`src/rtl/img_ram_arbiter_if.sv`:
```
// Bus bundle between the image RAM arbiter and its clients: display read
// port, UART write port, RAM port and upload status.
interface img_ram_arbiter_if #(
    parameter int unsigned AddressWidth = 14,
    parameter int unsigned DataWidth    = 8
);
    logic                    disp_req;
    logic [AddressWidth-1:0] disp_addr;
    logic [DataWidth-1:0]    disp_data;
    logic                    disp_valid;

    logic                    wr_valid;
    logic [DataWidth-1:0]    wr_data;
    logic                    wr_ready;

    logic [AddressWidth-1:0] ram_addr;
    logic                    ram_we;
    logic [DataWidth-1:0]    ram_wdata;
    logic [DataWidth-1:0]    ram_rdata;

    logic [AddressWidth-1:0] wr_count;
    logic                    loading;
    logic                    frame_done;
    logic                    abort;

    // Environment side: requesters, RAM data return, status observers
    modport master (
        output disp_req, disp_addr, wr_valid, wr_data, ram_rdata,
        input  disp_data, disp_valid, wr_ready, ram_addr, ram_we, ram_wdata,
               wr_count, loading, frame_done, abort
    );

    // Arbiter side
    modport slave (
        input  disp_req, disp_addr, wr_valid, wr_data, ram_rdata,
        output disp_data, disp_valid, wr_ready, ram_addr, ram_we, ram_wdata,
               wr_count, loading, frame_done, abort
    );
endinterface

```
`src/rtl/img_ram_arbiter.sv`:
```
// Single-port image RAM arbiter: display reads have absolute priority, UART
// bytes are buffered in a small FIFO and written in raster order on free
// cycles. Tracks full-frame uploads with wrap, done pulse and idle timeout.
module img_ram_arbiter #(
    parameter int unsigned AddressWidth   = 14,
    parameter int unsigned DataWidth      = 8,
    parameter int unsigned PIXELS         = 10000,
    parameter int unsigned FIFO_DEPTH     = 4,
    parameter int unsigned TIMEOUT_CYCLES = 1200000
) (
    input logic              clk_in,
    input logic              reset,
    img_ram_arbiter_if.slave bus
);
    localparam int unsigned PtrWidth = (FIFO_DEPTH > 1) ? $clog2(FIFO_DEPTH) : 1;
    localparam int unsigned CntWidth = $clog2(FIFO_DEPTH + 1);
    localparam int unsigned TmoWidth = $clog2(TIMEOUT_CYCLES);

    localparam logic [AddressWidth-1:0] LastPixel = AddressWidth'(PIXELS - 1);
    localparam logic [TmoWidth-1:0]     TmoLast   = TmoWidth'(TIMEOUT_CYCLES - 1);
    localparam logic [CntWidth-1:0]     FifoFull  = CntWidth'(FIFO_DEPTH);

    typedef enum logic [1:0] {
        IDLE  = 2'd0,
        LOAD  = 2'd1,
        DONE  = 2'd2,
        ABORT = 2'd3
    } state_t;

    state_t state, state_next;

    logic [DataWidth-1:0]    fifo_mem [FIFO_DEPTH];
    logic [PtrWidth-1:0]     rd_ptr, wr_ptr;
    logic [CntWidth-1:0]     fifo_cnt;
    logic [TmoWidth-1:0]     tmo_cnt, tmo_next;
    logic [AddressWidth-1:0] wr_count_q;
    logic                    rd_pipe;
    logic [DataWidth-1:0]    disp_data_q;
    logic                    disp_valid_q;
    logic                    loading_q, frame_done_q, abort_q;

    logic fifo_full, fifo_empty, push, pop_raw, pop, flush;
    logic last_raw, last_write, tmo_hit;

    // Grant and FIFO control; the raw grant ignores the abort flush so the
    // timeout decision has no combinational loop through the pop.
    assign fifo_full  = (fifo_cnt == FifoFull);
    assign fifo_empty = (fifo_cnt == '0);
    assign push       = bus.wr_valid && !fifo_full;
    assign pop_raw    = !reset && !bus.disp_req && !fifo_empty;
    assign last_raw   = pop_raw && (wr_count_q == LastPixel);
    assign tmo_hit    = (state == LOAD) && (tmo_cnt == TmoLast) && !push && !last_raw;
    assign flush      = tmo_hit || (state == ABORT);
    assign pop        = pop_raw && !flush;
    assign last_write = pop && (wr_count_q == LastPixel);

    // RAM port follows the current-cycle grant
    assign bus.ram_we     = pop;
    assign bus.ram_addr   = pop ? wr_count_q : bus.disp_addr;
    assign bus.ram_wdata  = fifo_mem[rd_ptr];
    assign bus.wr_ready   = !fifo_full;

    assign bus.disp_data  = disp_data_q;
    assign bus.disp_valid = disp_valid_q;
    assign bus.wr_count   = wr_count_q;
    assign bus.loading    = loading_q;
    assign bus.frame_done = frame_done_q;
    assign bus.abort      = abort_q;

    // Upload sequencing next-state and timeout counter next value
    always_comb begin
        state_next = state;
        tmo_next   = tmo_cnt;
        case (state)
            IDLE:    if (push) state_next = LOAD;
            LOAD: begin
                if (last_write)   state_next = DONE;
                else if (tmo_hit) state_next = ABORT;
            end
            DONE:    state_next = (!fifo_empty || push) ? LOAD : IDLE;
            ABORT:   state_next = IDLE;
            default: state_next = IDLE;
        endcase
        if ((state != LOAD) || (state_next != LOAD) || push) tmo_next = '0;
        else                                                 tmo_next = tmo_cnt + TmoWidth'(1);
    end

    // State register and registered status outputs
    always_ff @(posedge clk_in) begin
        if (reset) begin
            state        <= IDLE;
            tmo_cnt      <= '0;
            loading_q    <= 1'b0;
            frame_done_q <= 1'b0;
            abort_q      <= 1'b0;
        end else begin
            state        <= state_next;
            tmo_cnt      <= tmo_next;
            loading_q    <= (state_next == LOAD);
            frame_done_q <= last_write;
            abort_q      <= (state_next == ABORT);
        end
    end

    // FIFO pointers and occupancy; abort empties the buffer
    always_ff @(posedge clk_in) begin
        if (reset || flush) begin
            rd_ptr   <= '0;
            wr_ptr   <= '0;
            fifo_cnt <= '0;
        end else begin
            if (push) wr_ptr <= wr_ptr + PtrWidth'(1);
            if (pop)  rd_ptr <= rd_ptr + PtrWidth'(1);
            case ({push, pop})
                2'b10:   fifo_cnt <= fifo_cnt + CntWidth'(1);
                2'b01:   fifo_cnt <= fifo_cnt - CntWidth'(1);
                default: fifo_cnt <= fifo_cnt;
            endcase
        end
    end

    // FIFO storage, no reset needed
    always_ff @(posedge clk_in) begin
        if (push) fifo_mem[wr_ptr] <= bus.wr_data;
    end

    // Raster write pointer with wrap at the last pixel
    always_ff @(posedge clk_in) begin
        if (reset || flush) wr_count_q <= '0;
        else if (pop)       wr_count_q <= last_write ? '0 : wr_count_q + AddressWidth'(1);
    end

    // Two-stage read return: RAM latency plus output register
    always_ff @(posedge clk_in) begin
        if (reset) begin
            rd_pipe      <= 1'b0;
            disp_valid_q <= 1'b0;
            disp_data_q  <= '0;
        end else begin
            rd_pipe      <= bus.disp_req;
            disp_valid_q <= rd_pipe;
            if (rd_pipe) disp_data_q <= bus.ram_rdata;
        end
    end
endmodule

```
`src/flat_wrapper.sv`:
```
// flat-port wrapper written by rule: the top's interface ports become plain ports
module img_ram_arbiter_flat 
#(
    parameter int unsigned AddressWidth   = 14,
    parameter int unsigned DataWidth      = 8,
    parameter int unsigned PIXELS         = 10000,
    parameter int unsigned FIFO_DEPTH     = 4,
    parameter int unsigned TIMEOUT_CYCLES = 1200000
)
  (clk_in, reset, bus_disp_req, bus_disp_addr, bus_wr_valid, bus_wr_data, bus_ram_rdata, bus_disp_data, bus_disp_valid, bus_wr_ready, bus_ram_addr, bus_ram_we, bus_ram_wdata, bus_wr_count, bus_loading, bus_frame_done, bus_abort);
  img_ram_arbiter_if #(.AddressWidth(AddressWidth), .DataWidth(DataWidth)) bus_i ();
  input logic clk_in;
  input logic reset;
  input wire logic [$bits(bus_i.disp_req)-1:0] bus_disp_req;
  input wire logic [$bits(bus_i.disp_addr)-1:0] bus_disp_addr;
  input wire logic [$bits(bus_i.wr_valid)-1:0] bus_wr_valid;
  input wire logic [$bits(bus_i.wr_data)-1:0] bus_wr_data;
  input wire logic [$bits(bus_i.ram_rdata)-1:0] bus_ram_rdata;
  output wire logic [$bits(bus_i.disp_data)-1:0] bus_disp_data;
  output wire logic [$bits(bus_i.disp_valid)-1:0] bus_disp_valid;
  output wire logic [$bits(bus_i.wr_ready)-1:0] bus_wr_ready;
  output wire logic [$bits(bus_i.ram_addr)-1:0] bus_ram_addr;
  output wire logic [$bits(bus_i.ram_we)-1:0] bus_ram_we;
  output wire logic [$bits(bus_i.ram_wdata)-1:0] bus_ram_wdata;
  output wire logic [$bits(bus_i.wr_count)-1:0] bus_wr_count;
  output wire logic [$bits(bus_i.loading)-1:0] bus_loading;
  output wire logic [$bits(bus_i.frame_done)-1:0] bus_frame_done;
  output wire logic [$bits(bus_i.abort)-1:0] bus_abort;
  assign bus_i.disp_req = bus_disp_req;
  assign bus_i.disp_addr = bus_disp_addr;
  assign bus_i.wr_valid = bus_wr_valid;
  assign bus_i.wr_data = bus_wr_data;
  assign bus_i.ram_rdata = bus_ram_rdata;
  assign bus_disp_data = bus_i.disp_data;
  assign bus_disp_valid = bus_i.disp_valid;
  assign bus_wr_ready = bus_i.wr_ready;
  assign bus_ram_addr = bus_i.ram_addr;
  assign bus_ram_we = bus_i.ram_we;
  assign bus_ram_wdata = bus_i.ram_wdata;
  assign bus_wr_count = bus_i.wr_count;
  assign bus_loading = bus_i.loading;
  assign bus_frame_done = bus_i.frame_done;
  assign bus_abort = bus_i.abort;
  img_ram_arbiter #(.AddressWidth(AddressWidth), .DataWidth(DataWidth), .PIXELS(PIXELS), .FIFO_DEPTH(FIFO_DEPTH), .TIMEOUT_CYCLES(TIMEOUT_CYCLES)) u_core (.clk_in(clk_in), .reset(reset), .bus(bus_i));
endmodule
```
`config.mk`:
```
export PLATFORM = sky130hd
export DESIGN_NAME = img_ram_arbiter_flat
export DESIGN_NICKNAME = d
export VERILOG_FILES = /design/src/rtl/img_ram_arbiter_if.sv /design/src/rtl/img_ram_arbiter.sv /design/src/flat_wrapper.sv
export SDC_FILE = /design/constraint.sdc
export NUM_CORES = 1
export LEC_CHECK = 0
export ABC_AREA = 1
export BUFFER_PORTS_ARGS = -buffer_cell sky130_fd_sc_hd__clkbuf_2
export CORE_AREA = 2 2 100 102
export DETAILED_ROUTE_END_ITERATION = 8
export DIE_AREA = 0 0 102 104
export GPL_TIMING_DRIVEN = 0
export PLACE_DENSITY = 0.67
export SLEW_MARGIN = 40
export SYNTH_ARGS = -nofsm -noshare
export SYNTH_HDL_FRONTEND = slang
export SYNTH_SLANG_ARGS = --single-unit
```
`constraint.sdc`:
```
create_clock -name clk_in -period 2.9 [get_ports clk_in]
set_input_delay 0.58 -clock clk_in [delete_from_list [all_inputs] [get_ports clk_in]]
set_output_delay 0.58 -clock clk_in [all_outputs]
set_load 0.02 [all_outputs]
```
# Yosys cells after proc, flatten, opt, wreduce, memory -nomap -nowiden

Memory sizes are Yosys's and may differ from the RTL's. A register that Yosys moved wholly into a read port is not among the register bits.
Index checks and enable logic that the tools add are counted.

Shifts and indexed selects: 0
Add/sub/neg operators: 6
Multipliers: 0
Bitwise logic cells: 0
Divide/modulo/power cells: 0
Equal/unequal tests: 12
Reduce and logical (&&, ||, !) cells: 25
Muxes and demuxes: 12
$lt $le $gt $ge: 0

Operators by type and width:

| cell                    | count |
|---|---|
| $mux W14                | 2 |
| $add A21 B1 Y21 const B | 1 |
| $eq A21 B21 Y1 const B  | 1 |
| $add A14 B1 Y14 const B | 1 |
| $eq A14 B14 Y1 const B  | 1 |
| $mux W2                 | 5 |
| $logic_and A1 B1 Y1     | 9 |
| $eq A2 B2 Y1 const B    | 4 |
| $pmux W2 S4             | 1 |
| $logic_not A1 Y1        | 7 |
| $eq A2 B1 Y1 const B    | 3 |
| $pmux W3 S2             | 1 |
| $logic_or A1 B1 Y1      | 5 |
| $add A2 B1 Y2 const B   | 2 |
| $ne A2 B1 Y1 const B    | 2 |
| $add A3 B1 Y3 const B   | 1 |
| $eq A3 B3 Y1 const B    | 1 |
| $logic_not A3 Y1        | 1 |
| $mux W1                 | 3 |
| $sub A3 B1 Y3 const B   | 1 |
| $logic_not A2 Y1        | 1 |
| $reduce_bool A2 Y1      | 1 |
| $reduce_or A2 Y1        | 1 |

Output and inout port bits: 50
Latch bits: 0
Memories kept: 1
Flip-flop bits (word level): 57
ROM bits: 0
Bits in writable memories: 32
Input port bits: 34

Memories:

| memory          | words | width | read ports | clocked after Yosys merged registers in | write ports | RTL line              | RTL |
|---|---|---|---|---|---|---|---|
| u_core.fifo_mem | 4     | 8     | 1          | 1                                       | 1           | img_ram_arbiter.sv:32 | `logic [DataWidth-1:0] fifo_mem [FIFO_DEPTH];` |

# Logic depth before layout (Yosys ltp)

Gate-level depths: netlist (run 1).

Depth after elaboration: 16
Depth in mapped cells: 16

# Worst setup path after synthesis (run 1)

Ideal clock, no wire load.

Path kind: flip-flop to flip-flop
Start point: reg u_core.wr_count_q[1], in the netlist u_core.bus.wr_count[1]
End point: reg u_core.fifo_cnt[2]
Slack: 169 ps
Stages on the path, launching flop included: 16
Period minus slack after synthesis: 2731 ps
Arrival time: 2615 ps
Library setup time: 116 ps
Cell sequence: dfxtp_1 ha_1 nand3_1 nor2_1 nand3_4 nand3_4 nand2_2 nor2_4 buf_6 ha_1 inv_1 fa_1 a21oi_1 o21ai_0 xor2_1 nor2_1

Word-level cells in the longest chain between the ends: 9
Elaborated cells between the ends (all ways): 12

RTL lines:

| item                                                     | RTL line               | RTL |
|---|---|---|
| start: declaration                                       | img_ram_arbiter.sv:36  | `logic [AddressWidth-1:0] wr_count_q;` |
| start signal: assignment                                 | img_ram_arbiter.sv:130 | `else if (pop) wr_count_q <= last_write ? '0 : wr_count_q + AddressWidth'(1);` |
| $eq A14 B14 Y1 *                                         | img_ram_arbiter.sv:51  | `assign last_raw = pop_raw && (wr_count_q == LastPixel);` |
| $logic_and A1 B1 Y1 *                                    | img_ram_arbiter.sv:51  |  |
| $logic_not A1 Y1 *                                       | img_ram_arbiter.sv:52  | `assign tmo_hit = (state == LOAD) && (tmo_cnt == TmoLast) && !push && !last_raw;` |
| $logic_and A1 B1 Y1 *                                    | img_ram_arbiter.sv:52  |  |
| $logic_or A1 B1 Y1 *                                     | img_ram_arbiter.sv:53  | `assign flush = tmo_hit \|\| (state == ABORT);` |
| $logic_not A1 Y1 *                                       | img_ram_arbiter.sv:54  | `assign pop = pop_raw && !flush;` |
| $logic_and A1 B1 Y1 *                                    | img_ram_arbiter.sv:54  |  |
| via bus_ram_we                                           | flat_wrapper.sv:23     | `output wire logic [$bits(bus_i.ram_we)-1:0] bus_ram_we;` |
| $eq A2 B1 Y1 / $eq A2 B2 Y1 (equally long branches)      | img_ram_arbiter.sv:114 | `case ({push, pop})` |
| $pmux W3 S2 / $reduce_bool A2 Y1 (equally long branches) | -                      |  |
| end signal: assignment                                   | img_ram_arbiter.sv:115 | `2'b10: fifo_cnt <= fifo_cnt + CntWidth'(1);` |
| end signal: assignment                                   | img_ram_arbiter.sv:116 | `2'b01: fifo_cnt <= fifo_cnt - CntWidth'(1);` |
| end signal: assignment                                   | img_ram_arbiter.sv:117 | `default: fifo_cnt <= fifo_cnt;` |
| end: declaration                                         | img_ram_arbiter.sv:34  | `logic [CntWidth-1:0] fifo_cnt;` |

The timed path passes the listed nets; every way through them passes the cells marked *.
A chain may end at the register's enable or synchronous reset.

# Worst setup path in the final report (run 1)

Start point: reg u_core.wr_count_q[0], in the netlist u_core.bus.wr_count[0]
End point: out bus_ram_addr[6]

Word-level cells in the longest chain between the ends: 8

RTL lines:

| item                | RTL line              | RTL |
|---|---|---|
| $eq A14 B14 Y1      | img_ram_arbiter.sv:51 |  |
| $logic_and A1 B1 Y1 | img_ram_arbiter.sv:51 |  |
| $logic_not A1 Y1    | img_ram_arbiter.sv:52 |  |
| $logic_and A1 B1 Y1 | img_ram_arbiter.sv:52 |  |
| $logic_or A1 B1 Y1  | img_ram_arbiter.sv:53 |  |
| $logic_not A1 Y1    | img_ram_arbiter.sv:54 |  |
| $logic_and A1 B1 Y1 | img_ram_arbiter.sv:54 |  |
| $mux W14            | img_ram_arbiter.sv:59 | `assign bus.ram_addr = pop ? wr_count_q : bus.disp_addr;` |
| end: declaration    | flat_wrapper.sv:22    | `output wire logic [$bits(bus_i.ram_addr)-1:0] bus_ram_addr;` |

Every way passes these cells.

==> results.md, run 1 <==
* Status: complete, no violations
* Ports at 84
* CP Max Fanout at 10
* Slew Limit Fails at 0
* CP max stage cell: dfxtp_4
* Die height at roughly 100 um
* Post-placement cell count at about 730
* Mux cell area share after synthesis at 0%
* Pwr per Cell Area at 534 nW/um2
* Syn avg cell area at 8.22 um2
* GR Overflow Total at 0
* Layout cells sized above 1 at between 20 and 25%
* Sequential area share after synthesis at between 50 and 60%
* Worst Hold Class: primary input to flip-flop
* Worst path arrival time at 2.19 ns
* CTS Root Cell: clkbuf_8
* Final Skew at roughly 0.0088 ns
* CTS Buffer Depth at 2
* Number of H-tree levels at 3
* Fillers at a little under 1000
* WS Path Type: flip-flop to output pin
* Synth Instances at ~510
* Hpwl dp at between 6 and 7 mm
* Vias at roughly 3600
* Largest family of logic cells by synthesized area: simple AND/OR/NAND/NOR gates
* CP Buf/Inv Count at 2
* Final net count at between 600 and 700
* Multi-input gate area at roughly 1800 um2
* Residual DRC at 0
* Mapped cell area at approximately 4200 um2
* Achievable clock frequency at about 360 MHz
* Pwr Total at about 2.7 mW
* Number of diodes at 0
* Worst-Margin Slew at roughly 0.8 ns
* Post-route setup slack at 0.134 ns
* Worst path max stage delay at approximately 0.40 ns
* Tot GR Track Use at approximately 18%
* # setup viols final at 0
* Largest net degree at the start of global routing at 15
* CTS clk-pin slew, worst paths at approximately 0.09 ns
* Non-filler instance count after layout at ~740
* Layout area overhead at 19.4%
* Final core occ at a little over half
* DR iter-0 viols at approximately 130
* 1st-pass router iterations at 4
* I/O Buffers at 83
* Avg WL per Cell at 12.2 um
* CTS buffer count at 9
* Fin crit period at 2.77 ns
* Synthesized Nets at 554
* Worst-Skew Late Latency at 0.35 ns
* Static leakage at roughly 2.0 nW
* Synth Area in Simple Gates at between 20% and 30%
* Synth warnings at 0
* Compound-gate portion of the synthesized area at a little under a tenth
* Vias in the first global route at between 3000 and 4000
* Die Wd at roughly 100 um
* Crit-path leading delay family: simple AND/OR/NAND/NOR gates
* Number of distinct library cells after synthesis at 34
* Kind of launch point of the worst setup path: flip-flop
* CTS tree: done
* Initial antenna violation count at 0
* Design Area, Final at approximately 5000 um2
* Pre-CTS WS at -0.0365 ns
* Most frequent CP cell: nand3_4
* Synth Area in Adders at approximately 2.6%
* Core Box Area at between 9000 and 10000 um2
* Seq cells post-synth at 91
* Fin. Hold Viols at 0
* Post-Synth XOR/XNOR Area at 3.33%
* Initial Utilization at roughly 44%
* Final ANT Viol Nets at 0
* Drt via density at approximately 4.9
* Hold-fix buffers at CTS at 0
* CP cell instances: ha_4 > nand3_1 > nor2_2 > nand3_4 > nand3_4 > nand3_4 > buf_4 > o21ai_1 > clkbuf_2
* Placed Instance Area at 4790 um2
* Final WL at ~9 mm
* Sink Count at between 90 and 100
* Critical Path End Type: output pin
* Min Hold Slack at between 0.4 and 0.5 ns
* Rel. slew slack at 46.4%
* Max-cap violations at 0
* Peak VDD IR at 0.000208 V
* Req. time, crit path at between 2 and 2.5 ns
* Period utilization at a little over nine tenths
* Sequential cell area at ~2100 um2
* Setup TNS at 0 ns
* Row Count at 36
* First-pass GRT wire length at ~15 mm
* Die area at 10600 um2
* GPL Wtd Cong at 0.864
where the power goes:
| part | leakage, nW | total (mW) | internal [mW] | switching (mW) |
|---|---|---|---|---|
| Combinational | 1.14 | 0.460 | 0.158 | 0.302 |
| Clock | 0.0874 | 0.809 | 0.390 | 0.419 |
| Sequential | 0.774 | 1.42 | 1.38 | 0.0384 |
| Total | 2.01 | 2.68 | 1.93 | 0.759 |
layout make-up:
type	instances	share of cell area, %
sequential	91	42.7
multi-input combinational	357	36.5
timing repair buffer	83	8.26
inverter	52	3.88
tap	133	3.31
clock buffer	10	2.54
buffer	12	1.67
clock inverter	6	1.12
cell families (layout without fill, tap and decap cells):
kind of cell / after synthesis / after routing
buffers and inverters: 64 / 163
and+or+nand+nor: 260 / 260
AOI/OAI and AO/OA: 73 / 73
xor gates and xnor gates: 16 / 16
DFF: 91 / 91
adders and majority gates: 8 / 8
synth_stat cells:
cell	count	area share [%]
a21boi_2	1	0.27
a21oi_1	24	2.9
a21oi_4	1	0.39
a31oi_1	1	0.15
buf_2	7	0.83
buf_6	2	0.53
clkbuf_1	3	0.27
clkinv_1	1	0.089
dfxtp_1	59	28
edfxtp_1	32	23
fa_1	1	0.48
ha_1	7	2.1
inv_1	46	4.1
inv_2	5	0.45
nand2_1	105	9.4
nand2_2	1	0.15
nand3_1	26	3.1
nand3_2	1	0.24
nand3_4	3	1.2
nand4_1	7	1.0
nor2_1	85	7.6
nor2_2	5	0.74
nor2_4	1	0.27
nor3_1	14	1.7
nor3_2	1	0.24
nor3b_1	7	1.2
nor3b_2	1	0.30
o21ai_0	26	3.1
o21ai_1	12	1.4
o22ai_1	8	1.2
or2_0	1	0.15
or2_2	2	0.30
xnor2_1	4	0.83
xor2_1	12	2.5
placed cells by master, fill, tap and decap left out, types with 3 or more instances in the layout:
| cell type | count |
|---|---|
| nor2_1 | 83 |
| nand3_1 | 26 |
| inv_2 | 5 |
| clkbuf_2 | 82 |
| dfxtp_1 | 57 |
| nand3_4 | 3 |
| nor2_4 | 3 |
| buf_6 | 4 |
| ha_1 | 6 |
| clkinv_1 | 3 |
| o21ai_0 | 26 |
| edfxtp_1 | 32 |
| xnor2_1 | 4 |
| nand2_1 | 104 |
| buf_2 | 5 |
| nor3b_1 | 7 |
| inv_1 | 46 |
| clkbuf_8 | 9 |
| xor2_1 | 12 |
| o21ai_1 | 12 |
| a21oi_1 | 24 |
| o22ai_1 | 8 |
| nor2_2 | 5 |
| nand4_1 | 7 |
| nor3_1 | 14 |
| clkbuf_1 | 4 |
repair_timing:
action / 4_1_cts / 5_1_grt
setup endpoints to repair: 14 / 15
setup buffers: 0 / 0
endpoints found under the hold margin: 0 / 0
resized for setup: 7 / 9
flip-flops by register name, summed over array words and instances (netlist names), named ones only:
name                   cells
u_core.bus.disp_data       8
u_core.fifo_mem           32
u_core.bus.frame_done      1
u_core.rd_pipe             1
u_core.bus.abort           1
u_core.bus.wr_count       14
u_core.rd_ptr              2
u_core.tmo_cnt            21
u_core.bus.loading         1
u_core.bus.disp_valid      1
u_core.wr_ptr              2
u_core.state               2
u_core.fifo_cnt            3
per-layer routing:
layer	track usage (%)	up-vias	routed length [um]
met5	0	-	0
met4	5.62	0	110
met3	4.44	9	412
met2	29.6	91	4520
met1	22.5	1660	4040
li1	-	1864	-
worst paths after layout:
path                                        startpoint               endpoint  slack [ns]  cells after the start
worst max register to register  u_core.bus.wr_count[0]     u_core.fifo_cnt[2]        0.27                     15
worst max-delay path            u_core.bus.wr_count[0]        bus_ram_addr[6]        0.13                      9
worst min register to register       u_core.tmo_cnt[0]      u_core.tmo_cnt[0]        0.45                      1
worst min-delay path                    bus_wr_data[5]  u_core.fifo_mem[3][5]        0.44                      1
Power figures use the tool's default switching activity.
==> inputs of run 2 (changes only) <==
--- a/config.mk
+++ b/config.mk
@@ -10,9 +10,9 @@
 export CORE_AREA = 2 2 100 102
 export DETAILED_ROUTE_END_ITERATION = 8
 export DIE_AREA = 0 0 102 104
-export GPL_TIMING_DRIVEN = 0
 export PLACE_DENSITY = 0.67
 export SLEW_MARGIN = 40
 export SYNTH_ARGS = -nofsm -noshare
 export SYNTH_HDL_FRONTEND = slang
 export SYNTH_SLANG_ARGS = --single-unit
+export TNS_END_PERCENT = 50
==> run 2 against run 1 <==
Against the previous run: largest cell class unchanged; total power up 5.2%; non-clock buffer count is 5 higher; register-to-register slack improved by 0.09 ns; worst setup slack improved by 0.031 ns; global-route usage decreased by 0.30 points; utilization rose by 1.2 points; first-iteration DRC count grew 26%; clock-buffer cell count decreased by 1; wire length decreased by 1.9%; critical path depth grew 3; sequential share of layout area shrank 0.93 points; sequential power barely moved.
==> results.md, run 2 (synthesized netlist as in run 1, its figures left out) <==
* Status: complete, no violations
* Initial Utilization at between 40% and 50%
* Hold-fix buffers at CTS at 0
* Drt via density at 4.78
* CP max stage cell: dfxtp_1
* Critical Path End Type: output pin
* Die area at approximately 11000 um2
* I/O Buffers at 83
* Most frequent CP cell: nand2_1
* GR Overflow Total at 0
* 1st-pass router iterations at 5
* Largest net degree at the start of global routing at 22
* Commonest non-fill, non-tap cells in the layout: nand2_1, nor2_1, clkbuf_2
* Slew Limit Fails at 0
* Max-cap violations at 0
* Residual DRC at 0
* Vias at roughly 3600
* Achievable clock frequency at between 300 and 400 MHz
* GPL Wtd Cong at approximately 0.86
* Fillers at 937
* Max reg flops at 32
* Initial antenna violation count at 0
* CP Buf/Inv Count at 2
* DR iter-0 viols at between 150 and 200
* Setup TNS at 0 ns
* Worst path arrival time at about 2.2 ns
* CTS Buffer Depth at 2
* Sink Count at 91
* Row Count at 36
* Layout cells sized above 1 at about a quarter
* CTS Root Cell: clkbuf_8
* Gate power share at between 15 and 20%
* Fin crit period at about 2.7 ns
* Avg WL per Cell at around 12 um
* NetSw at ~790 uW
* CP Max Fanout at 20
* Period utilization at about 94%
* Post-placement cell count at between 700 and 800
* Final ANT Viol Nets at 0
* Rel. slew slack at 51.4%
* Final Skew at between 0.01 and 0.015 ns
* Fin. Hold Viols at 0
* Reg power frac at about half
* Tot GR Track Use at between 10% and 20%
* First-pass GRT wire length at about 15 mm
* Crit-path leading delay family: simple AND/OR/NAND/NOR gates
* Worst-Margin Slew at ~0.73 ns
* Peak VDD IR at between 0.0002 and 0.0003 V
* Kind of launch point of the worst setup path: flip-flop
* CTS clk-pin slew, worst paths at roughly 0.090 ns
* Int Pwr at just over 2 mW
* CP cell instances: ha_1 > nand2_1 > nor2_4 > nand2_1 > nor2_4 > nand3_4 > nand2_2 > nor2_4 > buf_8 > nand2_1 > nand2_1 > clkbuf_2
* Worst Hold Class: primary input to flip-flop
* Vias in the first global route at 3420
* Ports at 84
* Pwr per Cell Area at roughly 550 nW/um2
* Clock power share at 33.2%
* Non-filler instance count after layout at between 700 and 800
* # setup viols final at 0
* Commonest non-fill, non-tap cell in the layout: nand2_1
* CTS tree: done
* Number of diodes at 0
* Req. time, crit path at about 2.3 ns
* Reg with most FFs: u_core.fifo_mem
* Number of H-tree levels at 3
* Static leakage at 2.07 nW
* CTS buffer count at 9
* Final net count at around 650
* Sw Ratio at 27.9%
* Layout area overhead at 22.2%
* Worst-Skew Late Latency at around 0.36 ns
* WS Path Type: flip-flop to output pin
* Die height at between 100 and 150 um
* Core Box Area at 9550 um2
* Worst path max stage delay at between 0.3 and 0.4 ns
* Die Wd at 102 um
* Final WL at between 8 and 9 mm
* Hpwl dp at 6.19 mm
* RSZ-0062 raised after global routing: false
## run 2: power by group through the flow
stage                     sequential, mW  clock [mW]  combinational (mW)
after floorplan                     1.45           0               0.296
after global placement              1.44           0               0.436
after detailed placement            1.44           0               0.446
after CTS                           1.41       0.966               0.458
after global routing                1.42        1.02               0.526
final                               1.41       0.937               0.475
## run 2: metrics by stage
stage / utilization (%) / area, um2 / setup slack [ns] / hold WS [ns] / power, mW
floorplan: - / 4210 / 0.169 / 0.418 / 1.75
global placement: 50.2 / 4790 / 0.215 / 0.428 / 1.87
detailed placement: 50.2 / 4790 / 0.0998 / 0.453 / 1.89
CTS: 52.9 / 5050 / 0.0493 / 0.412 / 2.84
global route: 53.9 / 5140 / 0.00958 / 0.416 / 2.96
finish: 53.9 / 5140 / 0.164 / 0.427 / 2.82
## run 2: layer usage
layer	global-route usage, %	vias to the layer above	share of wire, %
met5	0	-	0
met4	6.10	0	1.3
met3	4.64	11	4.9
met2	28.9	74	48
met1	21.8	1619	45
li1	-	1882	-
## run 2: final timing paths
| path | start | end | slack (ns) | depth (start not counted) |
|---|---|---|---|---|
| max reg2reg | u_core.bus.wr_count[0] | u_core.fifo_cnt[2] | 0.36 | 14 |
| min | reset | u_core.rd_pipe | 0.43 | 2 |
| min reg2reg | u_core.tmo_cnt[0] | u_core.tmo_cnt[0] | 0.46 | 1 |
| max | u_core.tmo_cnt[0] | bus_ram_addr[9] | 0.16 | 12 |
## run 2: cell type report
cell class / instances / area [um2] / share of cell area (%)
clock buffers: 9 / 124 / 2.41
well taps: 133 / 166 / 3.24
inverters: 52 / 195 / 3.79
multi-input cells: 358 / 1860 / 36.1
flip-flops and latches: 91 / 2150 / 41.8
clock inverters: 7 / 97.6 / 1.90
repair buffers: 100 / 551 / 10.7
## run 2: what timing repair did
item | CTS | global route
gates resized for setup | 8 | 8
gates cloned | 1 | 0
buffers inserted | 0 | 8
setup endpoints to repair | 15 | 14
endpoints found under the hold margin | 0 | 0
pin swaps | 1 | 2
